### src/rtl/seg_clock_mux.sv
// Real-time clock (SS, MM, HH and optional DD) kept as a synchronous BCD
// carry chain, with a programmable 1 Hz prescaler, run/hold, manual
// minute/hour setting and a one-digit-per-cycle 7-segment scan.
module seg_clock_mux #(
  parameter int unsigned DIGITS         = 8,
  parameter int unsigned TICK_DIV       = 1000,
  parameter bit          COM_ACTIVE_LOW = 1'b1
) (
  input  logic              clk_1k,
  input  logic              reset,
  input  logic              run,
  input  logic              set_min,
  input  logic              set_hour,
  output logic [7:0]        seg_data,
  output logic [DIGITS-1:0] seg_com,
  output logic              sec_tick
);

  localparam logic [15:0] PC_LAST  = 16'(TICK_DIV - 1);
  localparam logic [2:0]  SEL_LAST = 3'(DIGITS - 1);
  localparam bit          HAS_DAYS = (DIGITS == 8);

  logic [15:0] pcnt, pcnt_n;
  logic [3:0]  s1, s10, m1, m10, h1, h10, d1, d10;
  logic [3:0]  s1_n, s10_n, m1_n, m10_n, h1_n, h10_n, d1_n, d10_n;
  logic [3:0]  m1_inc, m10_inc, h1_inc, h10_inc;
  logic        tick, set_any, s_wrap, m_wrap, h_wrap;

  logic [2:0]        sel;
  logic [3:0]        cur_digit;
  logic [6:0]        glyph;
  logic              dp;
  logic [DIGITS-1:0] com_onehot;

  // Minute and hour "+1" values, shared by the carry chain and the set buttons
  always_comb begin
    m1_inc  = m1 + 4'd1;
    m10_inc = m10;
    if (m1 == 4'd9) begin
      m1_inc  = '0;
      m10_inc = (m10 == 4'd5) ? '0 : m10 + 4'd1;
    end
    h1_inc  = h1 + 4'd1;
    h10_inc = h10;
    if (h10 == 4'd2 && h1 == 4'd3) begin
      h1_inc  = '0;
      h10_inc = '0;
    end else if (h1 == 4'd9) begin
      h1_inc  = '0;
      h10_inc = h10 + 4'd1;
    end
  end

  // Prescaler and time next-state; set buttons win over (and swallow) a tick
  always_comb begin
    tick    = run && (pcnt == PC_LAST);
    set_any = set_min | set_hour;
    s_wrap  = (s1 == 4'd9) && (s10 == 4'd5);
    m_wrap  = (m1 == 4'd9) && (m10 == 4'd5);
    h_wrap  = (h10 == 4'd2) && (h1 == 4'd3);

    pcnt_n = pcnt;
    s1_n   = s1;   s10_n = s10;
    m1_n   = m1;   m10_n = m10;
    h1_n   = h1;   h10_n = h10;
    d1_n   = d1;   d10_n = d10;

    // A swallowed tick still restarts the second so the next one is a full period away
    if (set_min || tick) pcnt_n = '0;
    else if (run)        pcnt_n = pcnt + 16'd1;

    if (set_any) begin
      if (set_min) begin
        s1_n  = '0;
        s10_n = '0;
        m1_n  = m1_inc;
        m10_n = m10_inc;
      end
      if (set_hour) begin
        h1_n  = h1_inc;
        h10_n = h10_inc;
      end
    end else if (tick) begin
      if (s1 == 4'd9) begin
        s1_n  = '0;
        s10_n = (s10 == 4'd5) ? '0 : s10 + 4'd1;
      end else begin
        s1_n = s1 + 4'd1;
      end
      if (s_wrap) begin
        m1_n  = m1_inc;
        m10_n = m10_inc;
      end
      if (s_wrap && m_wrap) begin
        h1_n  = h1_inc;
        h10_n = h10_inc;
      end
      if (HAS_DAYS && s_wrap && m_wrap && h_wrap) begin
        if (d1 == 4'd9) begin
          d1_n  = '0;
          d10_n = (d10 == 4'd9) ? '0 : d10 + 4'd1;
        end else begin
          d1_n = d1 + 4'd1;
        end
      end
    end
  end

  // Time-keeping registers and the registered seconds strobe
  always_ff @(posedge clk_1k or negedge reset) begin
    if (!reset) begin
      pcnt     <= '0;
      s1       <= '0;  s10 <= '0;
      m1       <= '0;  m10 <= '0;
      h1       <= '0;  h10 <= '0;
      d1       <= '0;  d10 <= '0;
      sec_tick <= 1'b0;
    end else begin
      pcnt     <= pcnt_n;
      s1       <= s1_n;  s10 <= s10_n;
      m1       <= m1_n;  m10 <= m10_n;
      h1       <= h1_n;  h10 <= h10_n;
      d1       <= d1_n;  d10 <= d10_n;
      sec_tick <= tick & ~set_any;
    end
  end

  // Digit mux, glyph decode, colon dp and common select for the current scan slot
  always_comb begin
    case (sel)
      3'd0:    cur_digit = s1;
      3'd1:    cur_digit = s10;
      3'd2:    cur_digit = m1;
      3'd3:    cur_digit = m10;
      3'd4:    cur_digit = h1;
      3'd5:    cur_digit = h10;
      3'd6:    cur_digit = d1;
      3'd7:    cur_digit = d10;
      default: cur_digit = '0;
    endcase
    case (cur_digit)
      4'd0:    glyph = 7'h3F;
      4'd1:    glyph = 7'h06;
      4'd2:    glyph = 7'h5B;
      4'd3:    glyph = 7'h4F;
      4'd4:    glyph = 7'h66;
      4'd5:    glyph = 7'h6D;
      4'd6:    glyph = 7'h7D;
      4'd7:    glyph = 7'h07;
      4'd8:    glyph = 7'h7F;
      4'd9:    glyph = 7'h6F;
      default: glyph = '0;
    endcase
    dp         = ((sel == 3'd2) || (sel == 3'd4)) && !s1[0];
    com_onehot = {{(DIGITS-1){1'b0}}, 1'b1} << sel;
  end

  // Scan registers: select and pattern come from the same sel, so they never disagree
  always_ff @(posedge clk_1k or negedge reset) begin
    if (!reset) begin
      sel      <= '0;
      seg_data <= '0;
      seg_com  <= {DIGITS{COM_ACTIVE_LOW}};
    end else begin
      sel      <= (sel == SEL_LAST) ? '0 : sel + 3'd1;
      seg_data <= {dp, glyph};
      seg_com  <= COM_ACTIVE_LOW ? ~com_onehot : com_onehot;
    end
  end

endmodule
### config.mk
export PLATFORM = sky130hd
export DESIGN_NAME = seg_clock_mux
export DESIGN_NICKNAME = d
export VERILOG_FILES = /design/src/rtl/seg_clock_mux.sv
export SDC_FILE = /design/constraint.sdc
export NUM_CORES = 1
export LEC_CHECK = 0
export ABC_CLOCK_PERIOD_IN_PS = 3700
export CORE_MARGIN = 5
export CORE_UTILIZATION = 60
export CTS_CLUSTER_SIZE = 40
export DETAILED_ROUTE_END_ITERATION = 6
export GPL_TIMING_DRIVEN = 0
export HOLD_SLACK_MARGIN = 0.06
export PLACE_DENSITY = 0.8
export SYNTH_ARGS = -nofsm -noshare
export SYNTH_HDL_FRONTEND = slang
export SYNTH_SLANG_ARGS = --single-unit
export TNS_END_PERCENT = 5
### constraint.sdc
create_clock -name clk_1k -period 3.7 [get_ports clk_1k]
set_input_delay 0.555 -clock clk_1k [delete_from_list [all_inputs] [get_ports clk_1k]]
set_output_delay 0.555 -clock clk_1k [all_outputs]
set_load 0.01 [all_outputs]
# Yosys cells after proc, flatten, opt, wreduce, memory -nomap -nowiden
# Memories as Yosys holds them, arrays and structs flattened. A register that Yosys moved wholly into a read port is not among the register bits.
# Cells that the tools add are included.
[totals]
reg_bits = 68
rom_bits = 112
inputBits = 5
wordCells = 108
n_memories = 1
[op_classes]
add_sub_neg = 10
eq_ne = 19
shift = 1
muxes = 37
bitwise_logic = 4
n_reduce_logical = 23
[mem_list]
columns = ["name", "words", "width", "rd", "rd_clocked_by_memory_dff", "wr", "line", "rtl"]
rows = [
  ["(name not given)", 16, 7, 1, 1, 0, "141", "case (cur_digit)"],
]
[ops]
columns = ["op", "n"]
rows = [
  ["2-to-1 mux 4 bit", 33],
  ["adder 4 x 1 -> 4 bit (second input constant)", 8],
  ["2-to-1 mux 16 bit", 2],
  ["case mux 4 bit (8 select lines)", 1],
  ["== test 4 bit (second input constant)", 5],
  ["adder 16 x 1 -> 16 bit (second input constant)", 1],
  ["== test 16 x 10 -> 1 bit (second input constant)", 1],
  ["== test 3 bit (second input constant)", 4],
  ["AND reduction 3 bit", 4],
  ["nonzero test 2 bit", 5],
  ["== test 4 x 2 -> 1 bit (second input constant)", 2],
  ["== test 4 x 3 -> 1 bit (second input constant)", 2],
  ["inverter 8 bit", 1],
  ["<< shifter 1 x 3 -> 8 bit (first input constant)", 1],
  ["logical AND 1 bit", 7],
  ["== test 3 x 2 -> 1 bit (second input constant)", 2],
  ["inequality test 2 bit (second input constant)", 2],
  ["AND reduction 4 bit", 1],
  ["adder 3 x 1 -> 3 bit (second input constant)", 1],
  ["== test 3 x 1 -> 1 bit (second input constant)", 1],
  ["logical NOT 3 bit", 1],
  ["2-to-1 mux 3 bit", 1],
  ["logical NOT 1 bit", 2],
  ["logical OR 1 bit", 2],
  ["4 further kinds", 4],
]

# Logic depth before layout (Yosys ltp)
[logic_depth]
word_depth = 6
depth_mapped = 11
depth_no_buf = 10

# Worst setup path before layout
# OpenSTA, ideal clock, no wires.
[synth_path]
path_type = "register to register"
from = "register sel[2]"
to = "register seg_data[0]"
setup_ps = 126
arrival_ps = 2530
t_required_ps = 3574
path_slack_ps = 1044
stages_incl_launch_ff = 12
n_path_buf = 2
cell_sequence = "dfrtp_1 -> buf_2 -> inv_1 -> ha_1 -> or4_1 -> clkbuf_1 -> or3_1 -> o21a_1 -> inv_1 -> ha_1 -> nor2b_1 -> o22ai_1"
[synth_via]
elab_chain_len = 2
[synth_lines]
columns = ["item", "line", "rtl"]
rows = [
  ["start: declaration", "29", "logic [2:0] sel;"],
  ["start signal: assignment", "165", "sel <= (sel == SEL_LAST) ? '0 : sel + 3'd1;"],
  ["== test 3 bit (tied with other cells)", "130", "case (sel)"],
  ["case mux 4 bit (8 select lines) (*)", "130", ""],
  ["end: declaration", "14", "output logic [7:0] seg_data,"],
]
# Mark *: on every way between the ends. The rest lies on a longest branch, timed or not.
# A chain may end at the register's enable or synchronous reset.

# Worst setup path after layout
[layout_path]
from = "register sel[2]"
to = "register seg_data[3]"
# The elaborated chain is that of the path after synthesis.

==> flow_metrics.env <==
export IMPL_synth_compound_gate_area_share_pct=11.7
export IMPL_clock_insertion_delay_worst_skew_ps=340
export IMPL_tritoncts="done"
export IMPL_numCtsBuffers=9
export IMPL_die_width_um=89.3
export IMPL_synth_cells=362
export IMPL_synth_area_mux_share_pct=6.03
export IMPL_setup_reg_to_reg_worst_slack_ps=670
export IMPL_synth_seq_cells=68
export IMPL_clock_path_buffers=2
export IMPL_netlist_top_cells_count="sky130_fd_sc_hd__dfrtp_1 (60), sky130_fd_sc_hd__nand2_1 (30), sky130_fd_sc_hd__nor2_1 (28)"
export IMPL_io_buffer_count=20
export IMPL_fp_coreArea_um2=6240
export IMPL_cts_reportedPaths_clkPinSlew_ps=70
export IMPL_finalCriticalPeriod_ps=3030
export IMPL_gp_routability_congestion=0.855
export IMPL_overflow=0
export IMPL_number_of_antenna_violations_at_the_first_check_in_global_routing=0
export IMPL_largest_family_of_logic_cells_by_synthesized_area="simple AND/OR/NAND/NOR gates"
export IMPL_grt_total_usage_pct=21.5
export IMPL_timing_final_max_slew_violations=0
export IMPL_ir_drop_uv=328
export IMPL_max_cap_violations=0
export IMPL_grt_first_pass_wirelength_mm=13.1
export IMPL_final_cell_count_no_fill=475
export IMPL_area_added_between_synthesis_and_finish_pct=12.9
export IMPL_rows=29
export IMPL_rsz0062_at_grt="false"
export IMPL_synth_nets=388
export IMPL_final_hold_viol_count=0
export IMPL_hold_buf_cts=0
export IMPL_pin_count=22
export IMPL_hold_path_class="in2async"
export IMPL_routed_via_count=2800
export IMPL_synthesis_yosys_warnings=0
export IMPL_grt_pass1_vias=2752
export IMPL_setup_fix_bufs_post_cts=0
export IMPL_cp_data_required_time_ps=3920
export IMPL_power_leakage_nw=1.85
export IMPL_design_die_area_um2=7980
export IMPL_cellPowerDensity_nw_per_um2=450
export IMPL_fp_dieH_um=89.3
export IMPL_synth_edff_count=0
export IMPL_crit_path_start_kind="register"
export IMPL_critical_path_arrival_ps=3250
export IMPL_synth_top_area_share_pct=39.8
export IMPL_maxClockFrequency_ghz=0.330
export IMPL_ctsRootBufferMaster="sky130_fd_sc_hd__clkbuf_8"
export IMPL_synth_ff_type="sky130_fd_sc_hd__dfrtp_1"
export IMPL_worst_slew_pin_transition_ps=906
export IMPL_average_via_count_per_standard_cell=5.89
export IMPL_placed_cell_area_um2=4070
export IMPL_h_tree_depth=3
export IMPL_path_max_fanout=10
export IMPL_post_synth_main_area_contributors="sky130_fd_sc_hd__dfrtp_1 (40%), sky130_fd_sc_hd__ha_1 (7.0%), sky130_fd_sc_hd__dfstp_2 (5.6%)"
export IMPL_async_flop_share_pct=100
export IMPL_post_synth_cell_area_avg_um2=10.4
export IMPL_synth_sequential_area_ratio_pct=45.3
export IMPL_simple_gate_share_of_the_synthesized_area_pct=21.6
export IMPL_setup_viol_count_final=0
export IMPL_antenna_diode_count=0
export IMPL_period_utilization_pct=81.9
export IMPL_dp_hpwl_mm=5.54
export IMPL_yosys_area_share_adder_pct=6.96
export IMPL_cts_sinks=68
export IMPL_setup_worst_path_end_class="register"
export IMPL_wl_per_cell_um=16.6
export IMPL_finalWirelength_mm=7.90
export IMPL_final_design_area_no_fill_um2=4260
export IMPL_final_setup_skew_ps=9.49
export IMPL_grt_start_max_net_pins=69
export IMPL_fin_nets=419
export IMPL_yosysMostFrequentCell="sky130_fd_sc_hd__dfrtp_1"
export IMPL_drt_pass1_iter_count=4
export IMPL_synth_largest_area_cell="sky130_fd_sc_hd__dfrtp_1"
export IMPL_drt_iter0_markers=176
export IMPL_timing_worst_setup_path_type="reg2reg"
export IMPL_dp_cells=459
export IMPL_final_antenna_net_count=0
export IMPL_post_cts_resized=0
export IMPL_post_route_cells_drive_above_1_share_pct=12.8
export IMPL_postLayoutCoreUtil_pct=68.3
export IMPL_yosys_area_share_xor_xnor_pct=5.10
export IMPL_outcome="complete, no violations"
export IMPL_initial_utilization_pct=60.5
export IMPL_synth_cell_area_um2=3770
export IMPL_relSlewSlack_pct=39.0
export IMPL_drc=0
export IMPL_synth_cell_type_count=56
==> state kept, by name, summed over array words and instances (netlist names) <==
register and flops:
sec_tick 1, h10 4, m1 4, s10 4
d10 4, s1 4, pcnt 16, d1 4
m10 4, seg_data 8, h1 4, seg_com 8
sel 3
==> cells in the final DEF (no fill, tap or decap), types with 4 or more instances in the layout <==
master	netlist	routed
sky130_fd_sc_hd__a21oi_1	9	9
sky130_fd_sc_hd__clkbuf_1	5	7
sky130_fd_sc_hd__clkbuf_8	0	13
sky130_fd_sc_hd__clkdlybuf4s50_1	0	19
sky130_fd_sc_hd__dfrtp_1	60	60
sky130_fd_sc_hd__dfstp_2	8	8
sky130_fd_sc_hd__ha_1	21	21
sky130_fd_sc_hd__inv_1	25	25
sky130_fd_sc_hd__mux2_2	11	11
sky130_fd_sc_hd__mux2i_1	7	7
sky130_fd_sc_hd__nand2_1	30	30
sky130_fd_sc_hd__nand2b_1	7	7
sky130_fd_sc_hd__nand3_1	17	17
sky130_fd_sc_hd__nand4_1	4	4
sky130_fd_sc_hd__nor2_1	28	28
sky130_fd_sc_hd__nor2b_1	6	6
sky130_fd_sc_hd__nor3_1	10	10
sky130_fd_sc_hd__o211ai_1	4	4
sky130_fd_sc_hd__o21ai_0	11	11
sky130_fd_sc_hd__o22ai_1	7	7
sky130_fd_sc_hd__o31ai_1	5	5
sky130_fd_sc_hd__or3_1	8	8
sky130_fd_sc_hd__xnor2_1	14	14
sky130_fd_sc_hd__xor2_1	8	8
==> report_power, final <==
part / leakage (nW) / internal [mW] / switching [mW]
Sequential: 0.848 / 0.833 / 0.157
Combinational: 0.903 / 0.169 / 0.171
Clock: 0.0997 / 0.317 / 0.271
Total: 1.85 / 1.32 / 0.599
==> final timing paths <==
check                      cells past startpoint           to   start
max                                           11  seg_data[3]  sel[2]
min                                            1       m10[3]   reset
max reg2reg                                   11  seg_data[3]  sel[2]
min reg2reg                                    1       sel[0]  sel[0]
max in group asynchronous                      1     pcnt[13]   reset
min in group clk_1k                            1       sel[0]  sel[0]
==> area by class of cell <==
cell class | instances | area [um^2]
Buffer | 7 | 28.8
Inverter | 25 | 93.8
Fill cell | 452 | 1980
Tap cell | 77 | 96.3
Clock buffer | 15 | 186
Multi-Input combinational cell | 262 | 1940
Timing Repair Buffer | 20 | 198
Clock inverter | 1 | 5.00
Sequential cell | 68 | 1710
==> worst max-delay path, cell delays in order, from the launching register on <==
cell                       delay (ps)
sky130_fd_sc_hd__dfrtp_1          390
sky130_fd_sc_hd__buf_2            250
sky130_fd_sc_hd__inv_1            120
sky130_fd_sc_hd__ha_1             290
sky130_fd_sc_hd__or4_1            530
sky130_fd_sc_hd__clkbuf_1         170
sky130_fd_sc_hd__or3_1            320
sky130_fd_sc_hd__o21a_1           210
sky130_fd_sc_hd__inv_1            190
sky130_fd_sc_hd__ha_1             160
sky130_fd_sc_hd__nor2b_1          180
sky130_fd_sc_hd__o22ai_1          100
==> kinds of logic (layout without fill, tap and decap cells) <==
family	Yosys count	count (layout)
simple gates	139	139
flops	68	68
buf+inv	32	68
compound gates	59	59
fa+ha+maj	21	21
xor+xnor	22	22
mux	21	21
==> metrics by stage <==
step                      power, mW  TNS [ps]  hold WS, ps  worst slack, ps
after floorplan                1.21         0          259             1040
after global placement         1.31     -6460          484             -110
after detailed placement       1.34         0          485              705
after CTS                      1.93         0          346              692
after global routing           2.03         0          394              419
final                          1.92         0          315              670
==> per-layer routing <==
layer	wire [um]	up-vias	global-route usage (%)
met5	0	-	0
met4	96	0	6.63
met3	302	9	4.88
met2	3900	67	35.8
met1	3610	1367	27.9
li1	-	1357	-
Note: power is estimated with default switching activity, not from simulation.
